==> src/rtl/branch_pc_unit_if.sv <==
`default_nettype none
// ============================================================================
// Module   : branch_pc_unit_if
// Brief    : Control/flag/LUT-write inputs and PC status outputs of branch_pc_unit.
// Revision : 1.0 - initial release
// ============================================================================
interface branch_pc_unit_if #(
   parameter int PC_W   = 10,
   parameter int LUT_AW = 5
);
   logic              start;
   logic [PC_W-1:0]   start_addr;
   logic              halt_req;
   logic              branch_en;
   logic [2:0]        cond;
   logic [LUT_AW-1:0] lut_idx;
   logic              call_en;
   logic              ret_en;
   logic              c_in;
   logic              v_in;
   logic              z_in;
   logic              lut_wr_en;
   logic [LUT_AW-1:0] lut_wr_idx;
   logic [PC_W-1:0]   lut_wr_data;
   logic [PC_W-1:0]   pc;
   logic              taken;
   logic              done;
   logic              stack_err;

   modport master (
      output start, start_addr, halt_req, branch_en, cond, lut_idx,
             call_en, ret_en, c_in, v_in, z_in,
             lut_wr_en, lut_wr_idx, lut_wr_data,
      input  pc, taken, done, stack_err
   );

   modport slave (
      input  start, start_addr, halt_req, branch_en, cond, lut_idx,
             call_en, ret_en, c_in, v_in, z_in,
             lut_wr_en, lut_wr_idx, lut_wr_data,
      output pc, taken, done, stack_err
   );
endinterface
`default_nettype wire

==> src/rtl/branch_pc_unit.sv <==
`default_nettype none
// ============================================================================
// Module   : branch_pc_unit
// Brief    : Next-PC selection with branch-target LUT, call/return stack and
//            IDLE/RUN/HALTED control FSM.
// Revision : 1.0 - initial release
// ============================================================================
module branch_pc_unit #(
   parameter int PC_W        = 10,
   parameter int LUT_AW      = 5,
   parameter int STACK_DEPTH = 4
) (
   input  logic               clk,
   input  logic               reset,
   branch_pc_unit_if.slave    bus
);
   localparam int c_LUT_N = 2 ** LUT_AW;
   localparam int c_SP_W  = $clog2(STACK_DEPTH + 1);
   localparam int c_IDX_W = (STACK_DEPTH > 1) ? $clog2(STACK_DEPTH) : 1;

   localparam logic [1:0] c_S_IDLE   = 2'd0;
   localparam logic [1:0] c_S_RUN    = 2'd1;
   localparam logic [1:0] c_S_HALTED = 2'd2;

   logic [1:0]        r_state;
   logic [PC_W-1:0]   r_pc;
   logic              r_taken;
   logic              r_done;
   logic              r_stack_err;
   logic [c_SP_W-1:0] r_sp;
   logic [PC_W-1:0]   r_lut   [c_LUT_N];
   logic [PC_W-1:0]   r_stack [STACK_DEPTH];

   logic               w_cond_true;
   logic               w_stack_empty;
   logic               w_stack_full;
   logic [c_IDX_W-1:0] w_top_idx;
   logic [c_IDX_W-1:0] w_push_idx;
   logic [PC_W-1:0]    w_target;
   logic [PC_W-1:0]    w_pc_inc;
   logic               w_in_run;
   logic               w_push;

   always_comb begin
      w_cond_true = 1'b0;
      case (bus.cond)
         3'b000:  w_cond_true = 1'b1;
         3'b001:  w_cond_true = bus.z_in;
         3'b010:  w_cond_true = ~bus.z_in;
         3'b011:  w_cond_true = bus.c_in;
         3'b100:  w_cond_true = ~bus.c_in;
         3'b101:  w_cond_true = bus.v_in;
         3'b110:  w_cond_true = ~bus.v_in;
         default: w_cond_true = 1'b0;
      endcase
   end

   assign w_stack_empty = (r_sp == '0);
   assign w_stack_full  = (r_sp == c_SP_W'(STACK_DEPTH));
   assign w_top_idx     = c_IDX_W'(r_sp - c_SP_W'(1));
   assign w_push_idx    = c_IDX_W'(r_sp);
   // LUT read sees the pre-edge contents, so a same-cycle write is not forwarded
   assign w_target      = r_lut[bus.lut_idx];
   assign w_pc_inc      = r_pc + PC_W'(1);
   assign w_in_run      = (r_state == c_S_RUN);
   assign w_push        = w_in_run && !bus.halt_req && !bus.ret_en &&
                          bus.call_en && !w_stack_full;

   always_ff @(posedge clk) begin
      if (reset) begin
         r_state     <= c_S_IDLE;
         r_pc        <= '0;
         r_taken     <= 1'b0;
         r_done      <= 1'b0;
         r_stack_err <= 1'b0;
         r_sp        <= '0;
         for (int i = 0; i < c_LUT_N; i++) begin
            r_lut[i] <= '0;
         end
      end else begin
         if (bus.lut_wr_en) begin
            r_lut[bus.lut_wr_idx] <= bus.lut_wr_data;
         end
         r_taken <= 1'b0;
         case (r_state)
            c_S_IDLE: begin
               if (bus.start) begin
                  r_state <= c_S_RUN;
                  r_pc    <= bus.start_addr;
               end
            end
            c_S_RUN: begin
               if (bus.halt_req) begin
                  r_state <= c_S_HALTED;
                  r_done  <= 1'b1;
               end else if (bus.ret_en) begin
                  if (w_stack_empty) begin
                     r_state     <= c_S_HALTED;
                     r_done      <= 1'b1;
                     r_stack_err <= 1'b1;
                  end else begin
                     r_pc    <= r_stack[w_top_idx];
                     r_sp    <= r_sp - c_SP_W'(1);
                     r_taken <= 1'b1;
                  end
               end else if (bus.call_en) begin
                  if (w_stack_full) begin
                     r_state     <= c_S_HALTED;
                     r_done      <= 1'b1;
                     r_stack_err <= 1'b1;
                  end else begin
                     r_pc    <= w_target;
                     r_sp    <= r_sp + c_SP_W'(1);
                     r_taken <= 1'b1;
                  end
               end else if (bus.branch_en && w_cond_true) begin
                  r_pc    <= w_target;
                  r_taken <= 1'b1;
               end else begin
                  r_pc <= w_pc_inc;
               end
            end
            c_S_HALTED: begin
               if (bus.start) begin
                  r_state     <= c_S_RUN;
                  r_pc        <= bus.start_addr;
                  r_done      <= 1'b0;
                  r_stack_err <= 1'b0;
                  r_sp        <= '0;
               end
            end
            default: r_state <= c_S_IDLE;
         endcase
      end
   end

   // Stack contents need no reset: the pointer alone defines validity
   always_ff @(posedge clk) begin
      if (!reset && w_push) begin
         r_stack[w_push_idx] <= w_pc_inc;
      end
   end

   assign bus.pc        = r_pc;
   assign bus.taken     = r_taken;
   assign bus.done      = r_done;
   assign bus.stack_err = r_stack_err;
endmodule
`default_nettype wire

==> src/flat_wrapper.sv <==
// flat-port wrapper written by rule: the top's interface ports become plain ports
module branch_pc_unit_flat 
#(
   parameter int PC_W        = 10,
   parameter int LUT_AW      = 5,
   parameter int STACK_DEPTH = 4
)
  (clk, reset, bus_start, bus_start_addr, bus_halt_req, bus_branch_en, bus_cond, bus_lut_idx, bus_call_en, bus_ret_en, bus_c_in, bus_v_in, bus_z_in, bus_lut_wr_en, bus_lut_wr_idx, bus_lut_wr_data, bus_pc, bus_taken, bus_done, bus_stack_err);
  branch_pc_unit_if #(.PC_W(PC_W), .LUT_AW(LUT_AW)) bus_i ();
  input  logic clk;
  input  logic reset;
  input wire logic [$bits(bus_i.start)-1:0] bus_start;
  input wire logic [$bits(bus_i.start_addr)-1:0] bus_start_addr;
  input wire logic [$bits(bus_i.halt_req)-1:0] bus_halt_req;
  input wire logic [$bits(bus_i.branch_en)-1:0] bus_branch_en;
  input wire logic [$bits(bus_i.cond)-1:0] bus_cond;
  input wire logic [$bits(bus_i.lut_idx)-1:0] bus_lut_idx;
  input wire logic [$bits(bus_i.call_en)-1:0] bus_call_en;
  input wire logic [$bits(bus_i.ret_en)-1:0] bus_ret_en;
  input wire logic [$bits(bus_i.c_in)-1:0] bus_c_in;
  input wire logic [$bits(bus_i.v_in)-1:0] bus_v_in;
  input wire logic [$bits(bus_i.z_in)-1:0] bus_z_in;
  input wire logic [$bits(bus_i.lut_wr_en)-1:0] bus_lut_wr_en;
  input wire logic [$bits(bus_i.lut_wr_idx)-1:0] bus_lut_wr_idx;
  input wire logic [$bits(bus_i.lut_wr_data)-1:0] bus_lut_wr_data;
  output wire logic [$bits(bus_i.pc)-1:0] bus_pc;
  output wire logic [$bits(bus_i.taken)-1:0] bus_taken;
  output wire logic [$bits(bus_i.done)-1:0] bus_done;
  output wire logic [$bits(bus_i.stack_err)-1:0] bus_stack_err;
  assign bus_i.start = bus_start;
  assign bus_i.start_addr = bus_start_addr;
  assign bus_i.halt_req = bus_halt_req;
  assign bus_i.branch_en = bus_branch_en;
  assign bus_i.cond = bus_cond;
  assign bus_i.lut_idx = bus_lut_idx;
  assign bus_i.call_en = bus_call_en;
  assign bus_i.ret_en = bus_ret_en;
  assign bus_i.c_in = bus_c_in;
  assign bus_i.v_in = bus_v_in;
  assign bus_i.z_in = bus_z_in;
  assign bus_i.lut_wr_en = bus_lut_wr_en;
  assign bus_i.lut_wr_idx = bus_lut_wr_idx;
  assign bus_i.lut_wr_data = bus_lut_wr_data;
  assign bus_pc = bus_i.pc;
  assign bus_taken = bus_i.taken;
  assign bus_done = bus_i.done;
  assign bus_stack_err = bus_i.stack_err;
  branch_pc_unit #(.PC_W(PC_W), .LUT_AW(LUT_AW), .STACK_DEPTH(STACK_DEPTH)) u_core (.clk(clk), .reset(reset), .bus(bus_i));
endmodule
==> config.mk <==
export PLATFORM = sky130hd
export DESIGN_NAME = branch_pc_unit_flat
export DESIGN_NICKNAME = d
export VERILOG_FILES = /design/src/rtl/branch_pc_unit_if.sv /design/src/rtl/branch_pc_unit.sv /design/src/flat_wrapper.sv
export SDC_FILE = /design/constraint.sdc
export NUM_CORES = 1
export LEC_CHECK = 0
export ABC_AREA = 1
export CORE_MARGIN = 3
export CORE_UTILIZATION = 65
export DETAILED_ROUTE_END_ITERATION = 8
export GPL_TIMING_DRIVEN = 0
export PLACE_DENSITY = 0.83
export SLEW_MARGIN = 20
export SYNTH_ARGS = -nofsm -noshare
export SYNTH_HDL_FRONTEND = slang
export SYNTH_SLANG_ARGS = --single-unit
==> constraint.sdc <==
create_clock -name clk -period 5.7 [get_ports clk]
set_input_delay 0.57 -clock clk [delete_from_list [all_inputs] [get_ports clk]]
set_output_delay 0.57 -clock clk [all_outputs]
set_load 0.05 [all_outputs]
-- After elaboration in Yosys (flattened, before gate mapping)
Memories as Yosys holds them, arrays and structs flattened.
Cells that the tools add are included.
- add/sub/neg operators: 3
- eq/ne operators: 21
- multiplexer cells: 47
- bitwise operators: 4
- reductions and logical operators: 23
- operator list (kind ; count):
    10-bit 2-to-1 mux ; 8
    1-bit 2-to-1 mux ; 20
    10-bit one-hot mux with 2 select lines ; 1
    3-bit 2-to-1 mux ; 6
    3-bit equality test (second input constant) ; 4
    2-bit 2-to-1 mux ; 6
    6-bit AND reduction ; 2
    10-bit by 1-bit adder with 10-bit output (second input constant) ; 1
    5-bit AND reduction ; 2
    10-bit OR reduction ; 1
    3-bit inequality test (second input constant) ; 3
    4-bit by 3-bit inequality test with 1-bit output (second input constant) ; 2
    4-bit inequality test (second input constant) ; 2
    1-bit one-hot mux with 7 select lines ; 1
    3-bit by 2-bit equality test with 1-bit output (second input constant) ; 2
    1-bit logical AND ; 6
    3-bit zero test ; 2
    3-bit by 2-bit inequality test with 1-bit output (second input constant) ; 2
    3-bit one-hot mux with 2 select lines ; 1
    5-bit 2-to-1 mux ; 1
    1-bit zero test ; 4
    2-bit inequality test (second input constant) ; 2
    1-bit inverter ; 4
    1-bit one-hot mux with 2 select lines ; 2
    other kinds (12) ; 13
- bits in registers: 18
- memory bits (writable): 360
- input port bits: 44
- output and inout port bits: 13
- logic and storage cells: 106
- memories: 2
- memory list (memory ; depth ; width ; rd ports ; clocked after Yosys merged registers in ; write ports ; RTL line ; text):
    u_core.r_lut ; 32 ; 10 ; 1 ; 0 ; 32 ; branch_pc_unit.sv:31 ; logic [PC_W-1:0] r_lut [c_LUT_N];
    u_core.r_stack ; 4 ; 10 ; 1 ; 0 ; 1 ; branch_pc_unit.sv:32 ; logic [PC_W-1:0] r_stack [STACK_DEPTH];

-- Depth between registers and ports, before layout
Gate-level depths: netlist of run 1.
- depth after elaboration: 8
- mapped depth: 14
- mapped depth without buffers: 12

-- Least setup slack after synthesis of run 1
No wires, ideal clock.
- kind: register to register
- start point: register u_core.r_sp[0]
- end point: memory u_core.r_stack[1][0] (enable)
- setup time: 376 ps
- arrival: 1719 ps
- required time: 5324 ps
- path slack: 3605 ps
- stages on the path, launching flop included: 7
- path buffers: 1
- period minus slack after synthesis: 2095 ps
- cells stage by stage: dfxtp_1 > inv_1 > clkbuf_1 > ha_1 > nand2_1 > nand4_1 > nor2_1
- word-level cells in the longest chain between the ends: 6
- RTL lines (what ; RTL line ; text):
    from (decl) ; branch_pc_unit.sv:30 ; logic [c_SP_W-1:0] r_sp;
    from (signal assigned) ; branch_pc_unit.sv:103 ; r_sp <= r_sp - c_SP_W'(1);
    from (signal assigned) ; branch_pc_unit.sv:113 ; r_sp <= r_sp + c_SP_W'(1);
    3-bit equality test ; branch_pc_unit.sv:59 ; assign w_stack_full = (r_sp == c_SP_W'(STACK_DEPTH));
    1-bit zero test ; branch_pc_unit.sv:67 ; bus.call_en && !w_stack_full;
    1-bit logical AND ; branch_pc_unit.sv:67 ;
    1-bit logical AND ; branch_pc_unit.sv:139 ; if (!reset && w_push) begin
    1-bit 2-to-1 mux ; branch_pc_unit.sv:139 ;
    1-bit 2-to-1 mux (implied by the code) ; branch_pc_unit.sv:140 ; r_stack[w_push_idx] <= w_pc_inc;
    to (decl) ; branch_pc_unit.sv:32 ;
Several ways; a longest one is shown, not always the timed one.

==> metrics.md, run 1 <==
| Metric | Value |
|---|---|
| Hold Path Depth | 2 |
| Leak | 8.63 nW |
| PwrDens | 345 nW/µm² |
| Routed length on met3 | 6790 µm |
| Mapped Nets | 2102 |
| TritonCTS buffer count | 40 |
| Sum of negative setup slack | 0 ps |
| F_max | 294 MHz |
| RePlAce Congestion | 0.970 |
| Fill count | 1956 |
| Main area contributors after synthesis | edfxtp_1 (59%), nand2_1 (13%), nor2_1 (7.9%) |
| Synth Register Bits | 378 |
| Hold crit path type | register to register |
| Nets | 2198 |
| I/O Pins | 57 |
| Slowest-stage cell, CP | nor3_2 |
| Distinct cells, synth | 30 |
| FF-to-FF path depth | 6 |
| Share of layout cells above drive strength 1 | 5.02% |
| Final Cell Area | 20500 µm² |
| Drt total wl | 54100 µm |
| DRC viols | 0 |
| Final min period | 3400 ps |
| Vias in the first global route | 14400 |
| Post_cts resized | 0 |
| VDD IR-drop max | 0.323 mV |
| Most frequent CP cell | nand2_1 |
| Sequential fraction of the synthesis area | 61.2% |
| Synthesized area | 18200 µm² |
| Layout Skew | 13.2 ps |
| Setup CP Type | input pin to register |
| Initial DRC Count | 2109 |
| First-pass GRT wire length | 81500 µm |
| Mapped Cells | 2047 |
| Via count | 15100 |
| Clk root buf | clkbuf_16 |
| Starting Density | 66.9% |
| Chip Width | 174 µm |
| Worst-Margin Slew | 1300 ps |
| Dpl ws | 1920 ps |
| Post-DP HPWL | 37300 µm |
| Total clock sinks | 378 |
| Status | finished clean |
| Die area | 30100 µm² |
| Crit-path max FO | 10 |
| Mean post-synth cell area | 8.91 µm² |
| Metal2 WL | 24700 µm |
| ANT nets after route | 0 |
| Final setup fails | 0 |
| Total global-route track usage | 35.6% |
| Postcts setup bufs | 0 |
| Placed inst area | 19200 µm² |
| Avg Vias per Cell | 5.94 |
| Total chip power | 7.05 mW |
| DR WL/cell | 21.3 µm |
| CTS H-tree depth | 2 |
| Crit path cell chain | clkdlybuf4s50_1, inv_2, nand2_1, nor3_2, nand2_1, clkbuf_1, nand2_1 |
| RSZ-0062 raised after global routing | no |
| Largest net degree at the start of global routing | 14 |
| Slowest stage delay, CP | 1020 ps |
| Critical Path AT | 3560 ps |
| Layout area overhead | 12.1% |
| CTS clk-pin slew, worst paths | 60 ps |
| Max Cap Violations | 0 |
| Slew Limit Fails | 0 |
| Area share of the largest cell type after synthesis | 59.3% |
| Crit path required time | 5860 ps |
| I/O Buffers | 54 |
| Metal1 wirelength | 19400 µm |
| Post-CTS Hold Buffers | 0 |
| Final hold violations | 0 |
| N_diodes | 0 |
| Setup crit end kind | register |
| TritonCTS clock tree | built |
| Worst hold slack | 455 ps |
| CP Launch Type | input pin |
| Global route total overflow | 0 |
| Core Rows | 60 |
| CTS max path bufs | 3 |
| Post-synth top area cell | edfxtp_1 |
| Core ar. | 27300 µm² |
| Max_slew headroom | 12.9% |
| Tcrit/Tclk final | 59.6% |
| Synthesis warning total | 0 |
| Initial antenna violation count | 0 |
| Max layer used | met4 |
| Clock latency on the worst-skew pair | 530 ps |
| PnR worst setup slack | 2300 ps |
| Drt first pass iters | 6 |
| Chip height | 174 µm |
[final cells by class]
type	count	area, µm²	share of cell area (%)
clock buffer	48	1060	5.19
buffer	146	701	3.43
multi-input combinational	1352	5730	28.0
sequential	378	11200	54.6
inverter	171	644	3.15
timing repair buffer	54	541	2.64
tap	372	465	2.28
clock inverter	23	139	0.679
[Yosys cell counts]
master,number
xnor2_1,2
buf_1,7
nor3_1,12
nand3_1,218
o21a_1,1
buf_8,1
ha_1,11
buf_6,14
nand3b_1,2
clkbuf_1,95
a32oi_1,1
o21ai_0,46
o2111ai_1,1
clkinv_1,2
buf_2,29
nand4_1,5
nand2_1,619
inv_2,3
o32ai_1,10
edfxtp_1,360
inv_1,165
nor2_1,383
nor3_2,6
xor2_1,5
a211oi_1,1
o211ai_1,3
a21oi_1,25
nor3b_1,1
inv_4,1
dfxtp_1,18
[state kept, by name (all words and copies together), names as in the netlist]
register / flops
u_core.r_lut: 320
u_core.r_stack: 40
u_core.bus.pc: 10
u_core.r_sp: 3
u_core.r_state: 2
u_core.bus.done: 1
u_core.bus.stack_err: 1
u_core.bus.taken: 1
[power breakdown]
part           internal, mW  switching [mW]
logic                 0.372           0.912
clock network          1.37            1.05
registers              3.25          0.0968
[path summary, 6_finish.rpt]
| path | start | end | slack (ps) |
|---|---|---|---|
| max | reset | u_core.r_lut[18][0]$_SDFFCE_PN0P_ | 2300 |
| min | u_core.bus.stack_err$_SDFFE_PP0P_ | u_core.bus.stack_err$_SDFFE_PP0P_ | 460 |
| max reg2reg | u_core.r_sp[0]$_SDFFE_PP0P_ | u_core.r_stack[2][4]$_DFFE_PP_ | 2850 |
| min reg2reg | u_core.bus.stack_err$_SDFFE_PP0P_ | u_core.bus.stack_err$_SDFFE_PP0P_ | 460 |
[metal layers]
metal  global-route usage [%]  vias to the layer above
met5                        0                        -
met4                     17.9                        0
met3                     8.43                      225
met2                     56.1                     1008
met1                     46.7                     7068
li1                         -                     6820
[kinds of logic after synthesis]
group | count (synthesis) | synth area share [%]
AO/OA/AOI/OAI | 88 | 2.73
AND/OR/NAND/NOR | 1246 | 27.6
XOR/XNOR | 7 | 0.336
buffers and inverters | 317 | 7.37
adder cells (fa/ha/maj) | 11 | 0.755
flip-flops | 378 | 61.2
[critical path: cells and delay by family]
family	cells	cell delay, ps
buf+inv	3	1090
simple gates	4	1890
[through the flow]
| stage | std cells | utilization, % |
|---|---|---|
| 2_1_floorplan | 2047 | - |
| 3_3_place_gp | 2473 | 70.6 |
| 3_5_place_dp | 2473 | 70.6 |
| 4_1_cts | 2544 | 75.0 |
| 5_1_grt | 2544 | 75.1 |
| 6_report | 2544 | 75.1 |
[placed cells by master, fill, tap and decap left out, types with 5 or more instances in the layout]
cell type	count
nand4_1	5
nand2_1	619
buf_2	29
xor2_1	5
clkdlybuf4s50_1	54
nor2_1	383
o21ai_0	46
clkinv_1	12
buf_6	14
edfxtp_1	360
inv_1	165
dfxtp_1	18
ha_1	11
clkinv_2	8
nand3_1	218
o32ai_1	10
nor3_2	5
clkbuf_1	101
clkbuf_16	41
a21oi_1	25
buf_1	7
nor3_1	12
Note: power is estimated with default switching activity, not from simulation.
==> run 2, diff against run 1 <==
Settings changed: CORE_UTILIZATION 65 to 56, PLACE_DENSITY 0.83 to 0.76.
Clock period 5.7 ns to 3.05 ns, I/O delays scaled along.
==> run 2 against run 1 <==
Final cell count up 2.5%. First-iteration DRC count down 1.7%. Sequential share of layout area down 0.45 points. Sequential power up 87%. Combinational power up 87%. Core utilization down 10 points. Via count down 0.41%. Clock power up 100%. Sequential cell count unchanged.
==> metrics.md, run 2 (synthesis gave the netlist of run 1 again) <==
| Metric | Value |
|---|---|
| DR WL/cell | 20.7 µm (was 21.3 µm) |
| Sum of negative setup slack | 0 ps (unchanged) |
| Metal1 wirelength | 20300 µm (was 19400 µm) |
| Routed length on met3 | 6230 µm (was 6790 µm) |
| Global route total overflow | 0 (unchanged) |
| Worst-Margin Slew | 1250 ps (was 1300 ps) |
| Core ar. | 31800 µm² (was 27300 µm²) |
| Die area | 34800 µm² (was 30100 µm²) |
| Crit path to | u_core.r_lut[23][7]$_SDFFCE_PN0P_ (was u_core.r_lut[18][0]$_SDFFCE_PN0P_) |
| VDD IR-drop max | 0.454 mV (was 0.323 mV) |
| RePlAce Congestion | 0.987 (was 0.970) |
| Reg-to-reg setup timing slack | 40 ps (was 2850 ps) |
| Non-Filler Instances | 2607 (was 2544) |
| I/O Pins | 57 (unchanged) |
| Initial DRC Count | 2074 (was 2109) |
| Placed inst area | 19300 µm² (was 19200 µm²) |
| ANT nets after route | 0 (unchanged) |
| Setup CP Type | input pin to register (unchanged) |
| Commonest cells after routing, fill and taps aside | nand2_1 (619), nor2_1 (383), edfxtp_1 (360), nand3_1 (218), inv_1 (165) (unchanged) |
| Initial antenna violation count | 0 (unchanged) |
| Max_slew headroom | 16.3% (was 12.9%) |
| Largest net degree at the start of global routing | 14 (unchanged) |
| Final setup fails | 0 (unchanged) |
| Layout Skew | 22.5 ps (was 13.2 ps) |
| TritonCTS buffer count | 41 (was 40) |
| Clk root buf | clkbuf_16 (unchanged) |
| Final min period | 3010 ps |
| CTS clk-pin slew, worst paths | 60 ps (about the same) |
| First-pass GRT wire length | 80900 µm (was 81500 µm) |
| FF-to-FF path depth | 6 (unchanged) |
| Crit path required time | 3220 ps (was 5860 ps) |
| Total global-route track usage | 30.4% (was 35.6%) |
| CTS H-tree depth | 2 (unchanged) |
| Leak | 8.68 nW (was 8.63 nW) |
| CTS max path bufs | 3 (unchanged) |
| Tcrit/Tclk final | 98.8% |
| Post_cts resized | 0 (unchanged) |
| Chip Width | 186 µm (was 174 µm) |
| Layout area overhead | 13.1% (was 12.1%) |
| Setup crit end kind | register (unchanged) |
| Crit. Startpoint | reset (unchanged) |
| TritonCTS clock tree | built (unchanged) |
| Hold crit path type | input pin to register (was register to register) |
| Core Rows | 65 (was 60) |
| Dpl ws | -382 ps (was 1920 ps) |
| DRC viols | 0 (unchanged) |
| Final Cell Area | 20600 µm² (was 20500 µm²) |
| Top reg by flops | u_core.r_lut (unchanged) |
| PwrDens | 653 nW/µm² (was 345 nW/µm²) |
| Share of layout cells above drive strength 1 | 4.84% (was 5.02%) |
| CP Launch Type | input pin (unchanged) |
| Max layer used | met4 (unchanged) |
| Metal2 WL | 24300 µm (was 24700 µm) |
| Nets | 2199 (was 2198) |
| Postcts setup bufs | 0 (unchanged) |
| Drt first pass iters | 8 (was 6) |
| Post-CTS Hold Buffers | 0 (unchanged) |
| I/O Buffers | 54 (unchanged) |
| Avg Vias per Cell | 5.78 (was 5.94) |
| Vias in the first global route | 14200 (was 14400) |
| Crit-path max FO | 10 (unchanged) |
| Max Cap Violations | 0 (unchanged) |
| Slew Limit Fails | 0 (unchanged) |
| F_max | 332 MHz |
| Drt total wl | 53900 µm (was 54100 µm) |
| Chip height | 186 µm (was 174 µm) |
| Max reg flops | 320 (unchanged) |
| RSZ-0062 raised after global routing | yes (was no) |
| Reg-to-reg critical path endpoint | u_core.r_stack[2][7]$_DFFE_PP_ (was u_core.r_stack[2][4]$_DFFE_PP_) |
| Total clock sinks | 378 (unchanged) |
| PnR worst setup slack | 37.5 ps (was 2300 ps) |
| Post-DP HPWL | 37400 µm (was 37300 µm) |
| Via count | 15100 (about the same) |
| Clock latency on the worst-skew pair | 540 ps (was 530 ps) |
| Status | finished clean (unchanged) |
| Critical R2R Launch | u_core.r_sp[0]$_SDFFE_PP0P_ (unchanged) |
| Commonest non-fill, non-tap cell in the layout | nand2_1 (unchanged) |
| Starting Density | 57.4% (was 66.9%) |
| Critical Path AT | 3180 ps (was 3560 ps) |
| Placed Cells | 2536 (was 2473) |
| Final hold violations | 0 (unchanged) |
==> run 2: cell count changes in the layout (fill, tap and decap cells not counted), sizes merged <==
| cell | previous run | this run |
|---|---|---|
| bufinv | 1 | 3 |
| clkinv | 21 | 12 |
| diode | 0 | 1 |
| clkbuf | 143 | 150 |
| clkinvlp | 3 | 0 |
| inv | 169 | 171 |
==> run 2: stage by stage <==
step                      hold WS, ps  utilization (%)  total power [mW]
after floorplan                   374                -              7.84
after global placement            440             60.8              8.60
after detailed placement          438             60.8              8.67
after CTS                         421             64.8              13.4
after global routing              440             64.8              13.9
final                             436             64.9              13.5
==> run 2: cell type report <==
cell class	count	area (µm²)
sequential	378	11200
timing repair buffer	54	541
inverter	171	644
multi-input combinational	1352	5740
tap	435	544
antenna	1	2.50
buffer	146	701
fill	2562	11200
clock inverter	15	148
clock buffer	55	1130
==> run 2: where the power goes <==
| group | internal, mW | switching [mW] | leakage (nW) |
|---|---|---|---|
| clock | 2.84 | 1.99 | 0.622 |
| sequential | 6.07 | 0.182 | 3.56 |
| combinational | 0.695 | 1.70 | 4.50 |
| total | 9.61 | 3.87 | 8.68 |
==> run 2: how the worst min path moves through the flow <==
stage	start	to	cells past startpoint
floorplan	reset	u_core.bus.done$_SDFFE_PP0P_	1
global placement	u_core.bus.stack_err$_SDFFE_PP0P_	u_core.bus.stack_err$_SDFFE_PP0P_	2
detailed placement	u_core.bus.stack_err$_SDFFE_PP0P_	u_core.bus.stack_err$_SDFFE_PP0P_	2
CTS	bus_start_addr[1]	u_core.bus.pc[1]$_SDFFE_PP0P_	3
global route	bus_start_addr[3]	u_core.bus.pc[3]$_SDFFE_PP0P_	3
finish	bus_start_addr[1]	u_core.bus.pc[1]$_SDFFE_PP0P_	3
==> run 2: per-layer routing <==
metal  global-route usage, %  vias to the layer above
met1                    40.9                     7019
met3                    5.77                      222
met5                       0                        -
met2                    48.1                      994
met4                    14.7                        0
li1                        -                     6824
==> run 2: worst max-delay path: stages <==
cell and delay, ps:
clkdlybuf4s50_1 480, inv_2 190, nand2_1 240, nor3_2 1000, nand2_1 150, clkbuf_1 330, nand2_1 470
